### src/rtl/eeg_aram_bank_ctrl.sv
// Per-bank activation-RAM controller: routed read addresses drive one single-port
// SRAM bank, read data returns through a credit-limited buffer; fill writes only between sessions.
module eeg_aram_bank_ctrl #(
    parameter int unsigned ADD_AW     = 12,
    parameter int unsigned DAT_DW     = 4,
    parameter int unsigned OBUF_DEPTH = 4
) (
    input  logic              clk,
    input  logic              rst,
    input  logic              AARB_ADD_VLD,
    input  logic              AARB_ADD_LST,
    input  logic              AARB_ADD_END,
    output logic              AARB_ADD_RDY,
    input  logic [ADD_AW-1:0] AARB_ADD_ADD,
    output logic              AARB_DAT_VLD,
    output logic              AARB_DAT_LST,
    input  logic              AARB_DAT_RDY,
    output logic [DAT_DW-1:0] AARB_DAT_DAT,
    input  logic              WR_VLD,
    output logic              WR_RDY,
    input  logic [ADD_AW-1:0] WR_ADD,
    input  logic [DAT_DW-1:0] WR_DAT,
    output logic              RAM_CEN,
    output logic              RAM_WEN,
    output logic [ADD_AW-1:0] RAM_ADD,
    output logic [DAT_DW-1:0] RAM_DIN,
    input  logic [DAT_DW-1:0] RAM_DOUT,
    output logic              BUSY
);
    localparam int unsigned   PW       = $clog2(OBUF_DEPTH);
    localparam int unsigned   CW       = $clog2(OBUF_DEPTH + 1);
    localparam logic [CW-1:0] CRED_MAX = CW'(OBUF_DEPTH);

    typedef enum logic [1:0] {IDLE, ACTIVE, DRAIN} state_t;

    state_t            state, state_nxt;
    logic [CW-1:0]     credit, credit_nxt;
    logic [CW-1:0]     cnt;
    logic [PW-1:0]     wr_ptr, rd_ptr;
    logic [DAT_DW-1:0] buf_dat [OBUF_DEPTH];
    logic              buf_lst [OBUF_DEPTH];
    logic              rd_pend, rd_pend_lst;
    logic              rd_acc, wr_acc, pop, buf_vld;

    assign buf_vld      = (cnt != '0);
    assign AARB_ADD_RDY = (state != DRAIN) && (credit < CRED_MAX) && !(state == IDLE && WR_VLD);
    assign WR_RDY       = (state == IDLE);
    // Handshakes are ignored while rst is high so nothing reaches the SRAM in the reset cycle.
    assign rd_acc       = AARB_ADD_VLD && AARB_ADD_RDY && !rst;
    assign wr_acc       = WR_VLD && WR_RDY && !rst;
    assign pop          = buf_vld && AARB_DAT_RDY;
    assign AARB_DAT_VLD = buf_vld;
    assign AARB_DAT_DAT = buf_vld ? buf_dat[rd_ptr] : '0;
    assign AARB_DAT_LST = buf_vld && buf_lst[rd_ptr];
    assign BUSY         = (state != IDLE);

    always_comb begin
        RAM_CEN = 1'b1;
        RAM_WEN = 1'b1;
        RAM_ADD = '0;
        RAM_DIN = '0;
        if (wr_acc) begin
            RAM_CEN = 1'b0;
            RAM_WEN = 1'b0;
            RAM_ADD = WR_ADD;
            RAM_DIN = WR_DAT;
        end else if (rd_acc) begin
            RAM_CEN = 1'b0;
            RAM_ADD = AARB_ADD_ADD;
        end
    end

    always_comb begin
        credit_nxt = credit;
        if (rd_acc && !pop)
            credit_nxt = credit + CW'(1);
        else if (!rd_acc && pop)
            credit_nxt = credit - CW'(1);

        state_nxt = state;
        case (state)
            IDLE:    if (rd_acc) state_nxt = AARB_ADD_END ? DRAIN : ACTIVE;
            ACTIVE:  if (rd_acc && AARB_ADD_END) state_nxt = DRAIN;
            // Leaves DRAIN on the same edge that pops the final word.
            DRAIN:   if (credit_nxt == '0) state_nxt = IDLE;
            default: state_nxt = IDLE;
        endcase
    end

    always_ff @(posedge clk) begin
        if (rst) begin
            state       <= IDLE;
            credit      <= '0;
            cnt         <= '0;
            wr_ptr      <= '0;
            rd_ptr      <= '0;
            rd_pend     <= 1'b0;
            rd_pend_lst <= 1'b0;
        end else begin
            state       <= state_nxt;
            credit      <= credit_nxt;
            rd_pend     <= rd_acc;
            rd_pend_lst <= rd_acc && AARB_ADD_LST;
            if (rd_pend)
                wr_ptr <= wr_ptr + PW'(1);
            if (pop)
                rd_ptr <= rd_ptr + PW'(1);
            if (rd_pend && !pop)
                cnt <= cnt + CW'(1);
            else if (!rd_pend && pop)
                cnt <= cnt - CW'(1);
        end
    end

    always_ff @(posedge clk) begin
        if (rd_pend) begin
            buf_dat[wr_ptr] <= RAM_DOUT;
            buf_lst[wr_ptr] <= rd_pend_lst;
        end
    end

    // Credits bound in-flight plus buffered words, so these can only fire on a logic error.
    a_no_overflow:  assert property (@(posedge clk) disable iff (rst) !(rd_pend && !pop && cnt == CRED_MAX));
    a_no_underflow: assert property (@(posedge clk) disable iff (rst) !(pop && cnt == '0));
    a_cnt_le_cred:  assert property (@(posedge clk) disable iff (rst) cnt <= credit);

endmodule

### config.mk
export PLATFORM = sky130hd
export DESIGN_NAME = eeg_aram_bank_ctrl
export DESIGN_NICKNAME = d
export VERILOG_FILES = /design/src/rtl/eeg_aram_bank_ctrl.sv
export SDC_FILE = /design/constraint.sdc
export NUM_CORES = 1
export LEC_CHECK = 0
export BUFFER_PORTS_ARGS = -buffer_cell sky130_fd_sc_hd__buf_2
export CORE_AREA = 5 5 91 93
export DETAILED_ROUTE_END_ITERATION = 10
export DIE_AREA = 0 0 96 98
export PLACE_DENSITY = 0.53
export RECOVER_POWER = 25
export SYNTH_ARGS = -nofsm -noshare
export SYNTH_HDL_FRONTEND = slang
export SYNTH_SLANG_ARGS = --single-unit
### constraint.sdc
create_clock -name clk -period 3 [get_ports clk]
set_input_delay 0.3 -clock clk [delete_from_list [all_inputs] [get_ports clk]]
set_output_delay 0.3 -clock clk [all_outputs]
set_load 0.01 [all_outputs]
==> results of run 1 <==
-- area by class of cell --
type	instances	area, um2	share of cell area [%]
Clock buffer	5	68.8	2.99
Multi-Input combinational cell	97	779	33.9
Inverter	9	33.8	1.47
Clock inverter	3	42.5	1.85
Tap cell	102	128	5.55
Timing Repair Buffer	66	328	14.2
Sequential cell	36	921	40.0
-- per-stage QoR --
step / cells / hold WS [ns] / area [um2] / worst slack (ns)
4_1_cts: 318 / 0.215 / 2310 / 0.581
2_1_floorplan: 149 / 0.399 / 1770 / 0.896
5_1_grt: 318 / 0.234 / 2300 / 0.408
3_5_place_dp: 310 / 0.472 / 2190 / 0.741
3_3_place_gp: 310 / 0.467 / 2190 / 0.792
6_report: 318 / 0.225 / 2300 / 0.599
-- worst paths after layout --
check | start | end | cells past startpoint
setup reg to reg | cnt[0] | cnt[2] | 8
hold / removal | AARB_ADD_LST | rd_pend_lst | 2
setup / recovery | state[1] | RAM_ADD[9] | 5
hold reg to reg | rd_pend_lst | buf_lst[3] | 0
-- power by group --
| part | internal, mW | leakage [nW] | switching [mW] |
|---|---|---|---|
| Combinational | 0.248 | 0.597 | 0.262 |
| Clock | 0.246 | 0.0541 | 0.174 |
| Sequential | 0.576 | 0.313 | 0.0616 |
| Total | 1.07 | 0.964 | 0.498 |
-- flip-flops by register name, indices dropped and copies added (netlist names), named ones only --
register     flops
buf_lst          4
rd_pend          1
cnt              3
rd_ptr           2
wr_ptr           2
buf_dat         16
state            2
rd_pend_lst      1
credit           3
-- cell families (layout without fill, tap and decap cells) --
family / after synthesis / count (layout)
flops: 36 / 36
simple gates: 50 / 50
mux: 8 / 8
compound gates: 25 / 25
xor+xnor: 6 / 6
fa+ha+maj: 8 / 8
buf+inv: 16 / 83
-- placed cells by master, fill, tap and decap left out, drive strengths merged --
master,n
a211o,1
a21oi,7
a22o,12
a311o,1
and2,10
and3,1
buf,62
bufinv,1
clkbuf,9
clkinv,1
clkinvlp,1
dfxtp,16
edfxtp,20
fa,1
ha,7
inv,9
mux2,1
mux2i,2
mux4,5
nand2,5
nand2b,2
nand3,1
nand3b,1
nor2,16
nor2b,5
nor3,5
nor3b,1
nor4b,1
o21ai,2
o21ba,1
o31a,1
or3,1
or4b,1
xnor2,3
xor2,3
-- per-layer routing --
layer / track usage, % / vias up / routed length (um)
met5: 0 / - / 0
met4: 2.95 / 0 / 51
met3: 3.16 / 5 / 172
met2: 14.7 / 20 / 2050
met1: 10.3 / 588 / 1600
li1: - / 665 / -
==> impl_metrics.yaml, run 1 <==
outcome:
  status: "finished, final reports clean"
logic_synthesis:
  yosysMostFrequentCell: "edfxtp_1"
  synth.top_cells.by_count: "20 x edfxtp_1, 16 x dfxtp_1, 16 x nor2_1"
  yosys.area_share.simple_pct: 15.8
  avgSynthCellArea_um2: 11.9
  syn_nets: 196
  synth_compound_area_share_pct: 11.1
  yosysTopAreaCell: "edfxtp_1"
  synth_top_area_share_pct: 33.9
  synthMuxAreaShare_pct: 8.13
  synthAdderAreaFrac_pct: 6.08
  synth_top_family_by_area: "simple AND/OR/NAND/NOR gates"
  postSynth.asyncResetShare_pct: 0
  yosysSeqAreaShare_pct: 52.0
  synth_top_flop_cell: "edfxtp_1"
  yosys.cell_types.count: 35
  synth_area_um2: 1770
  ys_ff_latch: 36
  synth_xor_xnor_area_share_pct: 2.97
  synth_edf_count: 20
  yosys_warnings: 0
  synth_area_leaders: "edfxtp_1 34%, dfxtp_1 18%, mux4_2 6.4%"
  synthCells: 149
clock_tree:
  clk_pin_slew_ns: 0.08
  clockBufferDepth: 2
  cts_sinks: 36
  cts_buffers: 5
  clock_latency_ns: 0.29
  cts_root_buf: "clkbuf_8"
  postCtsSetupBuffers: 0
  htreeDepth: 2
  ctsResizeCount: 0
  hold_buffers: 0
  cts_tree: "yes"
critical_path:
  crit_chain: "o21ba_2 > nor3_2 > buf_4 > a22o_1 > buf_2"
  max_stage_delay_ns: 0.63
  slowest_stage: "nor3_2"
  worst_setup_path_start_kind: "flop"
  endpoint_kind: "primary output"
  arrival_ns: 2.10
  crit_required_ns: 2.70
  crit_buf_inv: 2
  r2r_slack_ns: 0.70
  cp_top_family: "simple AND/OR/NAND/NOR gates"
  critical_path.max_fanout: 12
  worstSetupPathType: "reg2out"
floorplan:
  core_area_um2: 7450
  row_count: 32
  die_h_um: 98
  chipWidth_um: 96
  start_util_pct: 23.8
  die_area_um2: 9410
  ioPinCount: 66
route:
  routed_via_density: 4.02
  drtIter0Drc: 30
  drc: 0
  wl_per_cell_um: 12.2
  dr.pass1.iters: 4
  wirelength_um: 3880
  num_vias: 1278
  ant_nets: 0
timing:
  finalHoldViolations: 0
  slew_viol_final: 0
  rsz0062_at_grt: "false"
  tightest_slew_ns: 0.961
  fmax_mhz: 416
  relSlewSlack_pct: 35.7
  fin_tns_setup_ns: 0
  fin_worst_skew_ns: 0.00732
  setup_viol: 0
  fin_crit_sh_pct: 80.0
  fin_crit_ns: 2.40
global_route:
  grt_pass1_wl_um: 6330
  antenna_found_initial: 0
  grt_usage_pct: 8.78
  grt-ovfl-total: 0
  grt_pass1_vias: 1254
  grt_max_degree: 19
hold_path:
  hold_path.class: "in2reg"
layout:
  fillers: 795
  area_growth_syn_to_layout_pct: 30.0
  finish.utilization_pct: 30.9
  antennaDiodeCount: 0
  fin_nets: 262
  layout-drive-gt1-share_pct: 38.9
place:
  gp_congestion: 0.768
  dp_hpwl_um: 2900
  io_buffers: 65
power:
  ir_worst_vdd_mv: 0.216
  p_total_mw: 1.57
  power.leakage_nw: 0.964
  p_per_area_nw_per_um2: 681
job:
  drv_cap: 0
No activity file was read; power rests on OpenSTA's default activity.
==> run 2, diff against run 1 <==
--- a/config.mk
+++ b/config.mk
@@ -9,7 +9,7 @@
 export CORE_AREA = 5 5 91 93
 export DETAILED_ROUTE_END_ITERATION = 10
 export DIE_AREA = 0 0 96 98
-export PLACE_DENSITY = 0.53
+export PLACE_DENSITY = 0.55
 export RECOVER_POWER = 25
 export SYNTH_ARGS = -nofsm -noshare
 export SYNTH_HDL_FRONTEND = slang
==> constraint.sdc (replaced) <==
create_clock -name clk -period 2 [get_ports clk]
set_input_delay 0.2 -clock clk [delete_from_list [all_inputs] [get_ports clk]]
set_output_delay 0.2 -clock clk [all_outputs]
set_load 0.01 [all_outputs]
==> run 2 against run 1 <==
Compared with the run above: setup slack got worse by 0.51 ns; final area rose by 2.1%; sequential cell count did not move; sequential share of layout area fell by 0.83 points; largest power group unchanged; total power rose by 46%; largest cell class unchanged; highest routed layer unchanged.
==> impl_metrics.yaml, run 2 (same netlist as run 1, synthesis figures left out) <==
hold_path:
  hold_path.class: "in2reg"
layout:
  fin_nets: 269
  antennaDiodeCount: 0
  top_regs: "buf_dat x16, buf_lst x4"
  final_cell_mix: "61 x buf_2, 20 x edfxtp_1, 16 x nor2_1, 16 x dfxtp_1, 12 x a22o_1"
  multi_input_area_um2: 795
  largest_register_ff_count: 16
  fillers: 794
  max_flop_register: "buf_dat"
  layout_commonest_cell: "buf_2"
  layout.area.seq_um2: 921
  layout-drive-gt1-share_pct: 41.7
  fin_cells: 325
  area_growth_syn_to_layout_pct: 32.7
  finish.utilization_pct: 31.6
  final_area_um2: 2350
power:
  switching_power_mw: 0.758
  power.leakage_nw: 0.993
  p_seq_share_pct: 41.1
  p_per_area_nw_per_um2: 977
  clkPwrFrac_pct: 21.8
  combinationalPowerShare_pct: 37.2
  p_int_mw: 1.54
  swShare_pct: 33.0
  p_total_mw: 2.29
  ir_worst_vdd_mv: 0.340
clock_tree:
  cts_buffers: 5
  cts_sinks: 36
  cts_root_buf: "clkbuf_8"
  clk_pin_slew_ns: 0.07
  htreeDepth: 2
  clock_latency_ns: 0.29
  clockBufferDepth: 2
  hold_buffers: 0
  ctsResizeCount: 0
  cts_tree: "yes"
  postCtsSetupBuffers: 0
timing:
  fmax_mhz: 524
  tightest_slew_ns: 0.359
  setup_slack_ns: 0.0924
  fin_crit_sh_pct: 95.4
  finalHoldViolations: 0
  holdWs_ns: 0.117
  relSlewSlack_pct: 76.1
  fin_crit_ns: 1.91
  fin_worst_skew_ns: 0.00888
  setup_viol: 0
  slew_viol_final: 0
  fin_tns_setup_ns: 0
  rsz0062_at_grt: "false"
place:
  place_area_um2: 2260
  gp_congestion: 0.748
  dp.cells: 317
  place_ws_ns: 0.0349
  io_buffers: 65
  dp_hpwl_um: 2890
critical_path:
  cp_top_family: "compound AO/OA/AOI/OAI gates"
  critical_path.max_fanout: 4
  worst_setup_path_start_kind: "flop"
  arrival_ns: 2.13
  slowest_stage: "o31a_1"
  crit_chain: "o31a_1 > inv_4 > ha_4 > inv_1 > fa_2 > xor2_1 > or3_1 > a21oi_1"
  crit_required_ns: 2.22
  max_stage_delay_ns: 0.34
  endpoint_kind: "flop"
  worstSetupPathType: "reg2reg"
  crit_buf_inv: 2
job:
  drv_cap: 0
route:
  wl_per_cell_um: 11.3
  wirelength_um: 3670
  num_vias: 1351
  drtIter0Drc: 45
  routed_via_density: 4.16
  ant_nets: 0
  dr.pass1.iters: 3
  drc: 0
floorplan:
  ioPinCount: 66
  start_util_pct: 23.8
  die_area_um2: 9410
  chipWidth_um: 96
  core_area_um2: 7450
  die_h_um: 98
  row_count: 32
global_route:
  globalRoute.busiestLayer: "met2"
  grt_max_degree: 19
  use_met2_pct: 13.0
  grtUsageMet1_pct: 10.1
  grt_pass1_wl_um: 6040
  grt_use_met3_pct: 3.47
  grt_usage_pct: 8.38
  grt-ovfl-total: 0
  antenna_found_initial: 0
  grt_pass1_vias: 1339
outcome:
  status: "finished, final reports clean"
[run 2: cell count changes in the layout (fill, tap and decap cells not counted), sizes merged]
cell / before / now
clkinv: 1 / 2
bufinv: 1 / 0
inv: 9 / 10
buf: 62 / 69
clkinvlp: 1 / 0
[run 2: worst paths after layout]
path,startpoint,slack [ns],to,cells after the start
hold reg to reg,rd_pend_lst,0.48,buf_lst[3],0
setup reg to reg,cnt[0],0.09,cnt[2],8
hold / removal,AARB_ADD_LST,0.12,rd_pend_lst,2
setup / recovery,cnt[0],0.09,cnt[2],8
[run 2: metal layers]
| metal | wire length [um] | vias up |
|---|---|---|
| met5 | 0 | - |
| met4 | 65 | 0 |
| met3 | 406 | 7 |
| met2 | 1640 | 69 |
| met1 | 1560 | 595 |
| li1 | - | 680 |
[run 2: power by group through the flow]
stage	Combinational, mW	Sequential, mW	Clock [mW]
after floorplan	0.590	0.940	0
after global placement	0.842	0.959	0
after CTS	0.867	0.944	0.521
final	0.853	0.942	0.500
after global routing	0.962	0.953	0.558
after detailed placement	0.861	0.960	0
[run 2: layout make-up]
cell class	instances	area share, %
Sequential cell	36	39.2
Multi-Input combinational cell	97	33.8
Timing Repair Buffer	73	16.3
Tap cell	102	5.43
Clock buffer	5	2.93
Inverter	9	1.54
Clock inverter	3	0.745
==> run 3, diff against run 2 <==
--- a/config.mk
+++ b/config.mk
@@ -7,6 +7,7 @@
 export LEC_CHECK = 0
 export BUFFER_PORTS_ARGS = -buffer_cell sky130_fd_sc_hd__buf_2
 export CORE_AREA = 5 5 91 93
+export CTS_BUF_LIST = sky130_fd_sc_hd__clkbuf_4 sky130_fd_sc_hd__clkbuf_8 sky130_fd_sc_hd__clkbuf_16
 export DETAILED_ROUTE_END_ITERATION = 10
 export DIE_AREA = 0 0 96 98
 export PLACE_DENSITY = 0.55
==> constraint.sdc (replaced) <==
create_clock -name clk -period 1.6 [get_ports clk]
set_input_delay 0.16 -clock clk [delete_from_list [all_inputs] [get_ports clk]]
set_output_delay 0.16 -clock clk [all_outputs]
set_load 0.01 [all_outputs]
==> run 3 against run 2 <==
Compared with the run above: the flow now finishes with violations (negative setup slack); largest power group is now combinational logic; sequential cell count unchanged; global-route usage increased by 0.81 points; count of clock-buffer cells in the layout did not move; setup slack lost 0.34 ns; non-clock buffer count rose by 22; first-iteration DRC count fell by 22%; largest cell class unchanged; sequential power is 24% higher; clock skew down 0.00061 ns; utilization grew 5.2 points.
==> impl_metrics.yaml, run 3 (same netlist as run 1, synthesis figures left out) <==
outcome:
  status: "finished with violations"
  violations: "negative setup slack"
route:
  ant_nets: 0
  routed_via_density: 4.22
  dr.pass1.iters: 4
  wl_per_cell_um: 12.1
  wirelength_um: 4210
  drtIter0Drc: 35
  drc: 0
  num_vias: 1465
layout:
  area_growth_syn_to_layout_pct: 54.6
  layout_commonest_cell: "buf_2"
  largest_register_ff_count: 16
  final_cell_mix: "52 x buf_2, 20 x edfxtp_1, 19 x buf_6"
  fin_cells: 347
  fin_nets: 291
  finish.utilization_pct: 36.8
  antennaDiodeCount: 0
  layout-drive-gt1-share_pct: 54.3
  max_flop_register: "buf_dat"
  top_regs: "buf_dat x16, buf_lst x4"
hold_path:
  hold_end: "rd_pend_lst"
  hold_start: "AARB_ADD_LST"
  hold_depth: 2
  hold_path.class: "in2reg"
clock_tree:
  clk_pin_slew_ns: 0.07
  cts_tree: "yes"
  cts_sinks: 36
  clockBufferDepth: 2
  cts_buffers: 5
  clock_latency_ns: 0.28
  hold_buffers: 0
  cts_root_buf: "clkbuf_8"
  htreeDepth: 2
power:
  p_per_area_nw_per_um2: 1230
  ir_worst_vdd_mv: 0.354
  p_total_mw: 3.37
  power.leakage_nw: 1.17
critical_path:
  endpoint_kind: "flop"
  worstSetupPathType: "reg2reg"
  rr_worst_depth: 8
  regToRegStartpoint: "cnt[2]"
  critical_path.max_fanout: 2
  worst_setup_path_start_kind: "flop"
  arrival_ns: 2.06
  r2r_slack_ns: -0.25
  cp-startpoint: "cnt[2]"
  r2r-end: "cnt[2]"
  crit_required_ns: 1.81
floorplan:
  core_area_um2: 7450
  row_count: 32
  start_util_pct: 23.8
  ioPinCount: 66
  die_area_um2: 9410
  chipWidth_um: 96
  die_h_um: 98
global_route:
  grt_pass1_wl_um: 6760
  grt-ovfl-total: 0
  grt_max_degree: 16
  antenna_found_initial: 0
  grt_pass1_vias: 1593
  grt_usage_pct: 9.19
timing:
  fin_crit_ns: 1.85
  slew_viol_final: 0
  rsz0062_at_grt: "true"
  setup_slack_ns: -0.246
  tightest_slew_ns: 0.308
  relSlewSlack_pct: 79.4
  fmax_mhz: 542
  fin_worst_skew_ns: 0.00828
  finalHoldViolations: 0
  fin_crit_sh_pct: 115
  setup_viol: 26
place:
  dp_hpwl_um: 3000
  gp_congestion: 0.726
  dp.cells: 327
  io_buffers: 65
  place_ws_ns: -0.258
job:
  drv_cap: 0
-- run 3: cell count changes in the layout (fill, tap and decap cells not counted), moves of 3 or more --
cell	previous run	this run
and2_1	10	6
buf_6	1	19
dfxtp_1	16	11
buf_4	7	18
inv_2	0	3
and2_4	0	4
buf_2	61	52
dfxtp_2	0	5
inv_1	8	5
-- run 3: area by class of cell --
class | instances | area [um2]
clock buffers | 5 | 68.8
repair buffers | 95 | 672
fillers | 778 | 4710
multi-input cells | 97 | 863
clock inverters | 3 | 42.5
inverters | 9 | 36.3
well taps | 102 | 128
flip-flops and latches | 36 | 927
-- run 3: worst max-delay path by stage --
stage,end,cells past startpoint
after floorplan,cnt[2],9
after global placement,cnt[2],8
after detailed placement,cnt[2],8
after CTS,cnt[2],8
after global routing,cnt[2],8
final,cnt[2],8
-- run 3: where the power goes --
group	switching, mW	internal, mW
clock	0.320	0.461
sequential	0.0840	1.09
combinational	0.635	0.778
total	1.04	2.33
-- run 3: timing repair --
item / 4_1_cts / 5_1_grt
setup endpoints to repair: 26 / 30
pin swaps: 15 / 12
resized for setup: 22 / 20
setup buffers: 7 / 3
cloned: 2 / 1
-- run 3: through the flow --
step / TNS [ns] / cell area [um2] / hold slack, ns
after global placement: -0.319 / 2360 / 0.366
after global routing: -5.75 / 2740 / 0.0861
after floorplan: -0.375 / 1800 / 0.259
final: -3.46 / 2740 / 0.0848
after CTS: -3.87 / 2650 / 0.0809
after detailed placement: -0.363 / 2360 / 0.376
-- run 3: routing by layer --
| metal | GRT usage (%) | part of all wire [%] | up-vias | wire, um |
|---|---|---|---|---|
| met5 | 0 | 0 | - | 0 |
| met4 | 2.95 | 1.1 | 0 | 48 |
| met3 | 2.47 | 9.2 | 4 | 388 |
| met2 | 16.5 | 51 | 69 | 2160 |
| met1 | 10.3 | 38 | 673 | 1610 |
| li1 | - | - | 719 | - |
-- run 3: worst max-delay path: stages (launching register included) --
cell	delay [ns]
dfxtp_1	0.31
o31a_1	0.34
inv_4	0.08
ha_4	0.12
inv_2	0.03
fa_2	0.32
xor2_1	0.15
or3_1	0.30
a21oi_1	0.12
